### config.mk
export PLATFORM = sky130hd
export DESIGN_NAME = fft_peak_extract
export DESIGN_NICKNAME = d
export VERILOG_FILES = /design/src/rtl/fft_peak_extract.sv
export SDC_FILE = /design/constraint.sdc
export NUM_CORES = 2
export LEC_CHECK = 0
export CAP_MARGIN = 5
export CORE_MARGIN = 2
export CORE_UTILIZATION = 59
export DETAILED_ROUTE_END_ITERATION = 8
export GPL_ROUTABILITY_DRIVEN = 1
export PLACE_DENSITY_LB_ADDON = 0.1
export SETUP_SLACK_MARGIN = 0.2
export SYNTH_ARGS = -nofsm -noshare
export SYNTH_HDL_FRONTEND = slang
export SYNTH_SLANG_ARGS = --single-unit
### constraint.sdc
create_clock -name clk -period 2.65 [get_ports clk]
set_input_delay 0.53 -clock clk [delete_from_list [all_inputs] [get_ports clk]]
set_output_delay 0.53 -clock clk [all_outputs]
set_load 0.05 [all_outputs]
### src/rtl/fft_peak_extract.sv
// rtl/fft_peak_extract.sv - post-FFT |X|^2 DC/peak extractor with bit-serial integer square roots
//
// Purpose: per frame of N FFT bins, square each bin, keep bin 0 (DC) and the
// largest in-window AC bin, then take floor(sqrt()) of both serially.
// Ports:
//   clk, reset_n                 clock, asynchronous active-low reset
//   in_valid/in_ready            bin handshake (transfer = in_valid & in_ready)
//   in_sof, in_chan              bin-0 marker and channel tag (sampled with bin 0)
//   in_re, in_im                 signed FFT bin value
//   out_valid                    one-cycle result strobe
//   out_dc, out_ac, out_bin      DC root, AC peak root, AC peak bin index
//   out_chan                     channel tag of the reported frame
//   err_resync                   one-cycle pulse when a frame restarts early
module fft_peak_extract #(
    parameter int W         = 24,
    parameter int N         = 2048,
    parameter int CH        = 2,
    parameter int AC_START  = 13,
    parameter int AC_STOP   = N / 2 - 1,
    localparam int B        = $clog2(N),
    localparam int C        = (CH > 1) ? $clog2(CH) : 1
) (
    input  logic         clk,
    input  logic         reset_n,
    input  logic         in_valid,
    output logic         in_ready,
    input  logic         in_sof,
    input  logic [C-1:0] in_chan,
    input  logic [W-1:0] in_re,
    input  logic [W-1:0] in_im,
    output logic         out_valid,
    output logic [W-1:0] out_dc,
    output logic [W-1:0] out_ac,
    output logic [B-1:0] out_bin,
    output logic [C-1:0] out_chan,
    output logic         err_resync
);

    localparam int CW = $clog2(W);

    localparam logic [2:0] S_IDLE    = 3'd0;
    localparam logic [2:0] S_ACCUM   = 3'd1;
    localparam logic [2:0] S_DRAIN   = 3'd2;
    localparam logic [2:0] S_SQRT_DC = 3'd3;
    localparam logic [2:0] S_SQRT_AC = 3'd4;
    localparam logic [2:0] S_OUT     = 3'd5;

    localparam logic [B-1:0]  LP_START     = B'(AC_START);
    localparam logic [B-1:0]  LP_STOP      = B'(AC_STOP);
    localparam logic [B-1:0]  LP_LAST      = B'(N - 1);
    localparam logic [CW-1:0] LP_ITER_LAST = CW'(W - 1);

    logic [2:0]     r_state;
    logic [CW-1:0]  r_cnt;
    logic [B-1:0]   r_bin_cnt;
    logic [C-1:0]   r_chan;
    logic           r_s1_valid, r_s2_valid;
    logic [B-1:0]   r_s1_bin, r_s2_bin;
    logic [2*W-1:0] r_s1_re2, r_s1_im2, r_s2_mag2;
    logic [2*W-1:0] r_dc_mag2, r_peak_mag2;
    logic [B-1:0]   r_peak_bin;
    logic [2*W-1:0] r_rad;
    logic [W+1:0]   r_rem;
    logic [W-1:0]   r_root, r_dc_root;
    logic [W-1:0]   r_out_dc, r_out_ac;
    logic [B-1:0]   r_out_bin;
    logic [C-1:0]   r_out_chan;
    logic           r_err;

    logic                  w_xfer, w_start, w_resync, w_accept;
    logic [B-1:0]          w_idx;
    logic signed [2*W-1:0] w_re_ext, w_im_ext;
    logic [2*W-1:0]        w_re_sq, w_im_sq;
    logic [W+3:0]          w_rem_t, w_trial, w_diff;
    logic                  w_ge;
    logic [W+1:0]          w_rem_next;
    logic [W-1:0]          w_root_next;
    logic                  w_unused_diff;

    assign in_ready   = (r_state == S_IDLE) || (r_state == S_ACCUM);
    assign w_xfer     = in_valid & in_ready;
    assign w_start    = w_xfer & in_sof;
    assign w_resync   = w_start & (r_state == S_ACCUM) & (r_bin_cnt != '0);
    // Outside a frame only a start-of-frame bin is taken into the pipeline.
    assign w_accept   = w_xfer & (in_sof | (r_state == S_ACCUM));
    assign w_idx      = in_sof ? '0 : r_bin_cnt;

    assign w_re_ext   = (2*W)'($signed(in_re));
    assign w_im_ext   = (2*W)'($signed(in_im));
    assign w_re_sq    = w_re_ext * w_re_ext;
    assign w_im_sq    = w_im_ext * w_im_ext;

    // One restoring-sqrt step: bring down two radicand bits, try root*4+1.
    assign w_rem_t       = {r_rem, r_rad[2*W-1 -: 2]};
    assign w_trial       = {2'b00, r_root, 2'b01};
    assign w_ge          = (w_rem_t >= w_trial);
    assign w_diff        = w_rem_t - w_trial;
    assign w_rem_next    = w_ge ? w_diff[W+1:0] : w_rem_t[W+1:0];
    assign w_root_next   = {r_root[W-2:0], w_ge};
    // The remainder never exceeds 2*root, so the top difference bits are always zero.
    assign w_unused_diff = ^w_diff[W+3:W+2];

    assign out_valid  = (r_state == S_OUT);
    assign out_dc     = r_out_dc;
    assign out_ac     = r_out_ac;
    assign out_bin    = r_out_bin;
    assign out_chan   = r_out_chan;
    assign err_resync = r_err;

    always_ff @(posedge clk or negedge reset_n) begin
        if (!reset_n) begin
            r_state     <= S_IDLE;
            r_cnt       <= '0;
            r_bin_cnt   <= '0;
            r_chan      <= '0;
            r_s1_valid  <= 1'b0;
            r_s2_valid  <= 1'b0;
            r_s1_bin    <= '0;
            r_s2_bin    <= '0;
            r_s1_re2    <= '0;
            r_s1_im2    <= '0;
            r_s2_mag2   <= '0;
            r_dc_mag2   <= '0;
            r_peak_mag2 <= '0;
            r_peak_bin  <= '0;
            r_rad       <= '0;
            r_rem       <= '0;
            r_root      <= '0;
            r_dc_root   <= '0;
            r_out_dc    <= '0;
            r_out_ac    <= '0;
            r_out_bin   <= '0;
            r_out_chan  <= '0;
            r_err       <= 1'b0;
        end else begin
            r_err <= w_resync;

            // Stage 1: squares. Stage 2: magnitude. A restart drops whatever
            // the old frame still has in stage 1.
            r_s1_valid <= w_accept;
            if (w_accept) begin
                r_s1_bin <= w_idx;
                r_s1_re2 <= w_re_sq;
                r_s1_im2 <= w_im_sq;
            end
            r_s2_valid <= r_s1_valid & ~w_resync;
            r_s2_bin   <= r_s1_bin;
            r_s2_mag2  <= r_s1_re2 + r_s1_im2;

            // Reduction: a frame start wipes the old frame's partial results,
            // including a stage-2 bin that would otherwise land this cycle.
            if (w_start) begin
                r_dc_mag2   <= '0;
                r_peak_mag2 <= '0;
                r_peak_bin  <= LP_START;
                r_chan      <= in_chan;
            end else if (r_s2_valid) begin
                if (r_s2_bin == '0) begin
                    r_dc_mag2 <= r_s2_mag2;
                end
                // Strict compare keeps the lowest index on ties.
                if ((r_s2_bin >= LP_START) && (r_s2_bin <= LP_STOP) &&
                    (r_s2_mag2 > r_peak_mag2)) begin
                    r_peak_mag2 <= r_s2_mag2;
                    r_peak_bin  <= r_s2_bin;
                end
            end

            case (r_state)
                S_IDLE: begin
                    if (w_start) begin
                        r_bin_cnt <= B'(1);
                        r_state   <= S_ACCUM;
                    end
                end
                S_ACCUM: begin
                    if (w_xfer) begin
                        if (in_sof) begin
                            r_bin_cnt <= B'(1);
                        end else if (r_bin_cnt == LP_LAST) begin
                            r_cnt   <= '0;
                            r_state <= S_DRAIN;
                        end else begin
                            r_bin_cnt <= r_bin_cnt + B'(1);
                        end
                    end
                end
                S_DRAIN: begin
                    // Two cycles let the last bin pass both pipeline stages.
                    r_cnt <= r_cnt + CW'(1);
                    if (r_cnt == CW'(1)) begin
                        r_cnt   <= '0;
                        r_rad   <= r_dc_mag2;
                        r_rem   <= '0;
                        r_root  <= '0;
                        r_state <= S_SQRT_DC;
                    end
                end
                S_SQRT_DC, S_SQRT_AC: begin
                    r_rad  <= r_rad << 2;
                    r_rem  <= w_rem_next;
                    r_root <= w_root_next;
                    r_cnt  <= r_cnt + CW'(1);
                    if (r_cnt == LP_ITER_LAST) begin
                        r_cnt  <= '0;
                        r_rem  <= '0;
                        r_root <= '0;
                        if (r_state == S_SQRT_DC) begin
                            r_dc_root <= w_root_next;
                            r_rad     <= r_peak_mag2;
                            r_state   <= S_SQRT_AC;
                        end else begin
                            r_out_dc   <= r_dc_root;
                            r_out_ac   <= w_root_next;
                            r_out_bin  <= r_peak_bin;
                            r_out_chan <= r_chan;
                            r_state    <= S_OUT;
                        end
                    end
                end
                S_OUT: begin
                    r_state <= S_IDLE;
                end
                default: begin
                    r_state <= S_IDLE;
                end
            endcase
        end
    end

endmodule

==> flow_metrics.tcl <==
set metrics [dict create \
    status "finished, violations left" \
    violations "setup timing" \
    cts.clk_slew.worst_paths_ns 0.06 \
    drc 0 \
    finalCritPeriodShare_pct 244 \
    synth_xor_area_share_pct 2.66 \
    synth-edff-count 0 \
    crit_top_cell "fa_1" \
    final-hold-violation-count 0 \
    cpPeakStageDelay_ns 0.67 \
    met3WireLength_um 9790 \
    avgSynthCellArea_um2 9.62 \
    area_growth_pct 31.6 \
    viasPerCell 5.41 \
    fin_crit_ns 6.48 \
    grt_usage_pct 31.4 \
    routedWlPerCell_um 18.8 \
    fin_skew_ns 0.0540 \
    nFillCells 6385 \
    wl_met2_um 85000 \
    multi_input_area_um2 46300 \
    worstSkewPairLatency_ns 0.64 \
    portBuffers 115 \
    cp-end-kind "register" \
    die-area_um2 105000 \
    grt-ovfl-total 0 \
    cp-start-kind "primary input" \
    h-tree-depth 2 \
    hold_depth 0 \
    rows 117 \
    synthCells 6298 \
    ioPinCount 116 \
    hold_class "reg2reg" \
    synthArstFlopShare_pct 100 \
    synth_mux_area_share_pct 2.52 \
    worstRegToRegCells 11 \
    reg2reg_to "r_s2_mag2[47]" \
    ys_warn_count 0 \
    ant_nets 0 \
    diodes 0 \
    cts-root-buf "clkbuf_16" \
    yosysTopAreaCell "fa_1" \
    regToRegStartpoint "r_s1_im2[9]" \
    top_layer "met4" \
    slew_violations 0 \
    num_vias 47800 \
    syn_nets 7874 \
    grt_max_degree 96 \
    cts_tree "done" \
    max_slew.worst_pin.slew_ns 0.681 \
    first_pass_iters 7 \
    place_hpwl_um 122000 \
    place.gp.congestion 0.906 \
    synth_top_family_by_area "adder cells" \
    drv_cap 0 \
    core_um2 102000 \
    required_ns 3.15 \
    cts_made_buffers 50 \
    preCtsSetupSlack_ns -4.81 \
    met1_length_um 65000 \
    synthAdderAreaFrac_pct 45.3 \
    holdPathEnd "r_s2_bin[1]" \
    r2r_setup_slack_ns -0.36 \
    timing.final.ws_setup_ns -3.83 \
    nets 9016 \
    max_freq_mhz 154 \
    clock-sinks 476 \
    ys_dominant_reg_cell "dfrtp_1" \
    setup_viol 179 \
    synth_common_cells "inv_1, fa_1, nand2_1, dfrtp_1, ha_1" \
    start_util_pct 59.5 \
    drive_above_1_share_pct 29.4 \
    rsz0062_at_grt "true" \
    synthSimpleGateAreaFrac_pct 11.0 \
    worst-path-max-fanout 5 \
    synth_cell_type_count 84 \
    antenna_found_initial 0 \
    synth_area_leaders "fa_1, dfrtp_1, inv_1, ha_1, nand2_1" \
    grt_pass1_vias 51900 \
    critical_path_arrival_ns 6.97 \
    drt-total-wl_um 166000 \
    seq_area_um2 11900 \
    crit_type "in2reg" \
    syn-cell-area_um2 60600 \
    synth_seq_cells 476 \
    grt_pass1_wl_um 266000 \
    fp.dieW_um 324 \
    synth_compound_area_share_pct 8.56 \
    dieHeight_um 324 \
    yosysSeqAreaShare_pct 19.7 \
    synthMostInstantiatedCell "inv_1" \
    crit_path_cell_trace "buf_12 -> buf_16 -> buf_6 -> nand2b_1 -> fa_1 -> inv_2 -> fa_1 -> fa_1 -> fa_2 -> fa_1 -> fa_1 -> inv_2 -> fa_1 -> inv_2 -> ha_4 -> and3_4 -> nand4_1 -> o22a_2 -> a31oi_4 -> a31oi_4 -> o31ai_4 -> a31oi_1 -> xnor2_1 -> o21ai_1" \
    drtIter0Drc 3030 \
    synth_top_area_share_pct 36.8 \
    cpMaxStageDelayCell "fa_1" \
    cts_buffer_depth 3 \
    min_from "r_s1_bin[1]" \
    relSlewSlack_pct 54.6 \
]
## repair_timing
item,CTS,global route
endpoints found under the setup margin,205,236
pin swaps,379,276
cloned,19,2
hold buffers,1,0
gates resized for setup,675,313
hold endpoints to repair,37,0
setup buffers,143,72
## placed cells by master, fill, tap and decap left out, types with 143 or more instances in the layout
cell     count
dfrtp_1    474
o21ai_0    157
buf_4      964
nand2_1    638
nor2_1     147
and2_1     143
a21oi_1    229
fa_1      1034
ha_1       310
inv_1     1301
## metrics by stage
step / TNS [ns] / util, % / cells / hold slack, ns / area (um^2)
after floorplan: -260.52 / - / 6298 / 0.234 / 63500
after global placement: -381.60 / 71.3 / 8519 / 0.367 / 72600
after detailed placement: -393.17 / 71.3 / 8519 / 0.362 / 72600
after CTS: -274.19 / 76.6 / 8772 / 0.374 / 77900
after global routing: -314.75 / 78.3 / 8846 / 0.394 / 79700
final: -284.88 / 78.3 / 8846 / 0.372 / 79700
## critical path: cells and delay by family
kind                     cells  cell delay (ns)
AND/OR/NAND/NOR              3             0.53
buffers and inverters        6             0.50
AO/OA/AOI/OAI                6             1.19
adder cells (fa/ha/maj)      8             4.03
XOR/XNOR                     1             0.18
## sequential cells by signal, summed over array words and instances, names as in the netlist, 11 cells and up
signal and count:
r_s2_mag2 48, out_bin 11, r_rem 26, out_dc 24, r_rad 48, r_root 24, r_peak_mag2 48, r_dc_mag2 48
r_s1_re2 47, r_s1_bin 11, r_peak_bin 11, out_ac 24, r_s1_im2 47, r_s2_bin 11, r_dc_root 24, r_bin_cnt 11
## layer usage
layer  GRT usage (%)  vias to the layer above
met2            55.4                     1513
met1            40.7                    24200
li1                -                    21700
met3            3.49                      487
met4            9.77                        0
met5               0                        -
## final cells by class
cell class	count	share of cell area, %
Timing Repair Buffer	1328	15.8
Clock inverter	26	0.526
Inverter	1425	6.76
Multi-Input combinational cell	4159	58.1
Clock buffer	64	1.74
Sequential cell	476	15.0
Tap cell	1368	2.15
## how the worst max path moves through the flow
stage,start,to,cells past startpoint,slack [ns]
after floorplan,in_im[23],r_s1_im2[43],24,-4.19
after global placement,in_im[3],r_s1_im2[47],27,-4.69
after detailed placement,in_im[23],r_s1_im2[47],24,-4.81
after CTS,in_im[23],r_s1_im2[47],25,-3.76
after global routing,in_im[23],r_s1_im2[44],24,-4.02
final,in_im[23],r_s1_im2[44],24,-3.83
## cell families after synthesis
kind of cell,after synthesis
DFF,476
muxes,142
buffers and inverters,1663
and+or+nand+nor,1447
xor gates and xnor gates,184
AOI/OAI and AO/OA,863
adders and majority gates,1523
Power is left out: the tool's default activity adds up to more than one toggle a clock period on the data nets, which glitch-free logic cannot reach.
